File: src/rtl/johnson_counter_n.sv
// Parametrised Johnson (twisted-ring) counter with direction control, legality-checked
// parallel load, binary position index, one-hot phase decode and wrap/load-error pulses.
module johnson_counter_n #(
  parameter int WIDTH = 4,
  parameter int IDX_W = 3
) (
  input  logic                 clk,
  input  logic                 reset,
  input  logic                 en,
  input  logic                 up,
  input  logic                 load,
  input  logic [WIDTH-1:0]     load_value,
  output logic [WIDTH-1:0]     q,
  output logic [IDX_W-1:0]     idx,
  output logic [2*WIDTH-1:0]   phase,
  output logic                 wrap,
  output logic                 load_err
);

  logic [WIDTH-1:0]   r_q;
  logic               r_wrap;
  logic               r_load_err;

  logic [WIDTH-1:0]   w_inv;
  logic               w_legal;
  logic               w_at_zero;
  logic               w_at_last;
  logic [IDX_W-1:0]   w_pop;
  logic [IDX_W-1:0]   w_idx;
  logic [2*WIDTH-1:0] w_phase;

  // Legal codes are 2^k-1 (ones from the LSB) or the complement of such a value (ones from the MSB).
  assign w_inv     = ~load_value;
  assign w_legal   = ((load_value & (load_value + WIDTH'(1))) == '0) ||
                     ((w_inv & (w_inv + WIDTH'(1))) == '0);
  assign w_at_zero = (r_q == '0);
  assign w_at_last = (r_q == {1'b1, {(WIDTH-1){1'b0}}});

  always_comb begin
    w_pop = '0;
    for (int unsigned i = 0; i < WIDTH; i++) begin
      w_pop = w_pop + IDX_W'(r_q[i]);
    end
    // Modulo-2^IDX_W subtraction keeps this correct when 2*WIDTH == 2**IDX_W.
    if (r_q[0] || w_at_zero) w_idx = w_pop;
    else                     w_idx = IDX_W'(2*WIDTH) - w_pop;
  end

  always_comb begin
    w_phase = '0;
    for (int unsigned k = 0; k < 2*WIDTH; k++) begin
      w_phase[k] = (w_idx == IDX_W'(k));
    end
  end

  always_ff @(posedge clk) begin
    if (reset) begin
      r_q        <= '0;
      r_wrap     <= 1'b0;
      r_load_err <= 1'b0;
    end else if (load) begin
      r_wrap <= 1'b0;
      if (w_legal) begin
        r_q        <= load_value;
        r_load_err <= 1'b0;
      end else begin
        r_q        <= '0;
        r_load_err <= 1'b1;
      end
    end else begin
      r_load_err <= 1'b0;
      if (en) begin
        if (up) begin
          r_q    <= {r_q[WIDTH-2:0], ~r_q[WIDTH-1]};
          r_wrap <= w_at_last;
        end else begin
          r_q    <= {~r_q[0], r_q[WIDTH-1:1]};
          r_wrap <= w_at_zero;
        end
      end else begin
        r_wrap <= 1'b0;
      end
    end
  end

  assign q        = r_q;
  assign idx      = w_idx;
  assign phase    = w_phase;
  assign wrap     = r_wrap;
  assign load_err = r_load_err;

endmodule
File: config.mk
export PLATFORM = sky130hd
export DESIGN_NAME = johnson_counter_n
export DESIGN_NICKNAME = d
export VERILOG_FILES = /design/src/rtl/johnson_counter_n.sv
export SDC_FILE = /design/constraint.sdc
export NUM_CORES = 1
export LEC_CHECK = 0
export CELL_PAD_IN_SITES_DETAIL_PLACEMENT = 0
export CELL_PAD_IN_SITES_GLOBAL_PLACEMENT = 2
export CORE_MARGIN = 10
export CORE_UTILIZATION = 24
export CTS_BUF_LIST = sky130_fd_sc_hd__clkbuf_16
export DETAILED_ROUTE_END_ITERATION = 16
export PLACE_DENSITY_LB_ADDON = 0.1
export SYNTH_ARGS = -nofsm -noshare
export SYNTH_HDL_FRONTEND = slang
export SYNTH_SLANG_ARGS = --single-unit
File: constraint.sdc
create_clock -name clk -period 3 [get_ports clk]
set_clock_uncertainty 0.2 [all_clocks]
set_input_delay 0.45 -clock clk [delete_from_list [all_inputs] [get_ports clk]]
set_output_delay 0.45 -clock clk [all_outputs]
set_load 0.05 [all_outputs]
# After elaboration in Yosys (flattened, before gate mapping)

Index checks and enable logic that the tools add are counted.

Input bits: 9
Output and inout bits: 17
Logic and storage cells: 40
Register bits: 6

Bitwise logic cells: 7
Equal/unequal tests: 8
Multiplexer cells: 7
Add/subtract/negate cells: 6
Reductions and logical operators: 9

Operators with widths:

| cell                  | count |
|---|---|
| $mux W4               | 4 |
| $eq A3 B3 Y1 const B  | 4 |
| $logic_not A4 Y1      | 3 |
| $add A4 B1 Y4 const B | 2 |
| $and A4 B4 Y4         | 2 |
| $eq A3 B2 Y1 const B  | 2 |
| $eq A4 B4 Y1 const B  | 1 |
| $not A1 Y1            | 4 |
| $not A4 Y4            | 1 |
| $add A2 B1 Y3         | 1 |
| $add A3 B1 Y3         | 1 |
| $eq A3 B1 Y1 const B  | 1 |
| $logic_not A3 Y1      | 1 |
| $mux W3               | 1 |
| $reduce_or A3 Y1      | 1 |
| $sub A1 B3 Y3 const A | 1 |
| $add A1 B1 Y2         | 1 |
| $logic_or A1 B1 Y1    | 2 |
| $mux W1               | 2 |
| $reduce_bool A2 Y1    | 1 |
| $reduce_or A2 Y1      | 1 |

# Logic depth before layout (Yosys ltp)

Depth after elaboration: 7
Depth in mapped cells: 7
Gate-level depth less buffers: 5

# Worst setup path after synthesis

No wires, ideal clock.

Kind: register to output
From: register r_q[3] (netlist: q[3])
To: output port idx[2]
Buffers on the path: 0
Data required time: 2.350 ns
Stages on the path, launching flop included: 6
Slack: -1.747 ns
Arrival: 4.097 ns
Cells stage by stage: dfxtp_1 fa_1 ha_1 inv_1 o2bb2ai_1 nor4_1

Longest elaborated chain between the ends: 3
Elaborated cells on any way between the ends: 5
Those cells by class: add/sub: 2; mux: 1; reduce/logical: 2

RTL lines:

| what                                                       | RTL line | RTL |
|---|---|---|
| from (decl)                                                | 20       | `logic [WIDTH-1:0] r_q;` |
| from (signal assigned)                                     | 64       | `r_q <= load_value;` |
| from (signal assigned)                                     | 74       | `r_q <= {r_q[WIDTH-2:0], ~r_q[WIDTH-1]};` |
| from (signal assigned)                                     | 77       | `r_q <= {~r_q[0], r_q[WIDTH-1:1]};` |
| $add A3 B1 Y3 / $logic_not A4 Y1 (equally long branches)   | 42, 36   |  |
| $sub A1 B3 Y3 / $logic_or A1 B1 Y1 (equally long branches) | 46, 45   |  |
| $mux W3 (*)                                                | 45       | `if (r_q[0] \|\| w_at_zero) w_idx = w_pop;` |
| to (decl)                                                  | 14       | `output logic [IDX_W-1:0] idx,` |

Every way passes the cells marked *; elsewhere a longest branch is shown, timed or not.

# Worst setup path in the final report

From: register r_q[1] (netlist: q[1])
To: output port phase[3]

Longest elaborated chain between the ends: 6
Elaborated cells on any way between the ends: 8
Those cells by class: add/sub: 4; eq/ne: 1; mux: 1; reduce/logical: 2

RTL lines:

| what             | RTL line | RTL |
|---|---|---|
| $add A1 B1 Y2    | 42       | `w_pop = w_pop + IDX_W'(r_q[i]);` |
| $add A2 B1 Y3    | 42       |  |
| $add A3 B1 Y3    | 42       |  |
| $sub A1 B3 Y3    | 46       | `else w_idx = IDX_W'(2*WIDTH) - w_pop;` |
| $mux W3 (*)      | 45       |  |
| $eq A3 B2 Y1 (*) | 52       | `w_phase[k] = (w_idx == IDX_W'(k));` |
| to (decl)        | 15       | `output logic [2*WIDTH-1:0] phase,` |

Marks and branches as above.

==> metrics <==
grt total ovfl=0; DRT antenna net count=0; number of enable flip-flop cells after synthesis=0; Highest Clock Rate=331.9 MHz; Synth Cell Area=748.2 um^2; Max Cap Violations=0; I/O Buffers=25; DP Wirelength=1958 um; Sink Count=6; RSZ-0062 raised after global routing=yes; post-synthesis compound-gate area fraction=26.09%; Synthesized Nets=111; Worst-Margin Slew=0.5225 ns; Async S/R FF share, synth=0%; routed vias=873; NumNets Final=140; CTS H-tree depth=1; starting density of the core=24.71%; worst-skew pair later-pin latency=0.23 ns; Synth cell types=38; die area=5751 um^2; FF+latch count, synth=6; pwr dens=494.1 nW/um^2; Seq/Total Area, Yosys=16.05%; # fillers=295; Slew Viols, Final=0; worst-path cell chain=fa_2, ha_4, xor2_2, or4_4, nand3_4, buf_12; synthesized instance count=97; Post-Synth Adder-Cell Area=9.365%; Tcrit/Tclk final=100.4%; final WL=2522 um; clk root buf=clkbuf_16; Top FF cell, synth=dfxtp_1; # diodes=0; crit end category=output port; largest net degree at the start of global routing=12; outcome=finished, violations left; proportion of synthesized area in mux cells=9.699%; Die Y=75.84 um; placed cells=165; TritonCTS clock tree=yes; Layout area overhead=93.98%; total CTS buffers=3; hold_buf cts=0; Die W=75.84 um; site row count=20; Slew headroom=65.12%; Final Wtd Congestion=0.7711; XOR/XNOR Fraction of Synth Area=4.682%; CP required=2.35 ns; critical path arrival=2.36 ns; Via density=5.166; max incr delay on CP=0.67 ns; CP Class=reg2out; critical-path maximum fanout=6; synthesized area per cell=7.714 um^2; Initial DRC Count=27; Top Ports=26; first-pass GRT wire length=4174 um; Setup-failing EPs final=1; hold crit path type=reg2reg; Worst Path Buf+Inv=1; Pre-Repair DR Iteration Count=4; crit-path leading delay family=adder cells; slowest CP cell=fa_2; LEAKAGE=0.5454 nW; Seq. cell area=131.4 um^2; yosys warns=0; antenna violations before repair=0; area of the multi-input gates=763.2 um^2; drt wl/cell=14.92 um; drt drc=0; Longest Clk Path Bufs=2; Final WS setup=-0.01307 ns; TNS Setup=-0.01307 ns; vias in the first global route=916; core box area=3028 um^2; simple-gate area share of the yosys netlist=25.92%; final hold violation count=0; largest family of logic cells by synthesized area=compound AO/OA/AOI/OAI gates; Peak VDD IR=412.1 uV; final std cells w/o fill=169; share of cells above drive strength 1=41.60%; post-route minimum period=3.013 ns; Reg clk slew, reported paths=0.04 ns; GRT Total Usage=9.333%; startpoint types=flop; violated checks=negative setup slack
[cell usage after synthesis (all sizes together), types with 2 or more instances]
cell type | number | area [um^2]
dfxtp | 6 | 120.1
inv | 6 | 22.52
xor2 | 2 | 17.52
nor4 | 2 | 12.51
or2 | 2 | 12.51
nand2 | 3 | 11.26
nor2 | 6 | 22.52
buf | 2 | 16.26
nand3 | 6 | 30.03
mux2 | 2 | 22.52
o211ai | 2 | 15.01
a211o | 6 | 52.55
ha | 4 | 50.05
mux2i | 5 | 50.05
clkbuf | 6 | 22.52
xnor2 | 2 | 17.52
a21oi | 8 | 40.04
nor3 | 2 | 10.01
a31oi | 2 | 12.51
nor3b | 2 | 15.01
or4 | 2 | 15.01
nand2b | 4 | 25.02
[cell type report]
class / count / area share, %
Clock buffer: 3 / 5.172
Multi-Input combinational cell: 77 / 52.59
Tap cell: 44 / 3.793
Timing Repair Buffer: 32 / 27.59
Sequential cell: 6 / 9.052
Clock inverter: 1 / 0.2586
Inverter: 6 / 1.552
[state kept, by name (all words and copies together) (netlist names)]
name and count:
q 4, wrap 1, load_err 1
[worst register-to-register path, cell delays in order, from the launching register on]
cell,delay (ns)
dfxtp_4,0.34
buf_4,0.18
or2_2,0.29
a31o_2,0.24
o32ai_1,0.21
[through the flow]
stage	utilization, %	hold WS (ns)	power [mW]	setup slack, ns	area, um^2
floorplan	-	0.3094	0.3389	-0.04355	869.6
global placement	42.44	0.4150	0.4815	0.09942	1285
detailed placement	42.44	0.4154	0.4817	0.05514	1285
CTS	45.87	0.4174	0.7089	-0.02666	1389
global route	47.93	0.4773	0.7516	-0.05779	1451
finish	47.93	0.4183	0.7171	-0.01307	1451
[routing by layer]
layer | global-route usage (%) | part of all wire [%] | vias up
li1 | - | - | 420
met1 | 9.199 | 39 | 427
met2 | 17.55 | 55 | 22
met3 | 2.344 | 4.6 | 4
met4 | 4.742 | 1.2 | 0
met5 | 0 | 0 | -
[layout by cell type, fill, tap and decap left out, drive strengths merged, types with 5 or more instances in the layout]
cell / instances
clkdlybuf4s50: 14
mux2i: 5
a211o: 6
dfxtp: 6
buf: 18
nand3: 6
a21oi: 8
nor2: 6
inv: 7
[report_power, final]
group          internal (mW)  switching (mW)
combinational          0.180           0.225
clock                  0.173          0.0461
sequential            0.0847         0.00883
total                  0.438           0.280
[cell families (layout without fill, tap and decap cells)]
logic type / count (synthesis) / count (layout)
and+or+nand+nor: 34 / 34
AOI/OAI and AO/OA: 27 / 27
buffers and inverters: 14 / 42
muxes: 7 / 7
DFF: 6 / 6
adders and majority gates: 5 / 5
xor gates and xnor gates: 4 / 4
[worst paths after layout]
kind                        to  cells after the start              start  slack, ns
min            wrap$_SDFF_PP0_                      2  q[3]$_SDFFE_PP0P_       0.42
max reg2reg  q[3]$_SDFFE_PP0P_                      4  q[0]$_SDFFE_PP0P_       1.43
min reg2reg    wrap$_SDFF_PP0_                      2  q[3]$_SDFFE_PP0P_       0.42
max                   phase[3]                      6  q[1]$_SDFFE_PP0P_      -0.01
[timing repair]
item | CTS | global route
setup buffers | 0 | 0
gates resized for setup | 7 | 10
setup endpoints to repair | 7 | 7
pin swaps | 2 | 2
Power figures use the tool's default switching activity.
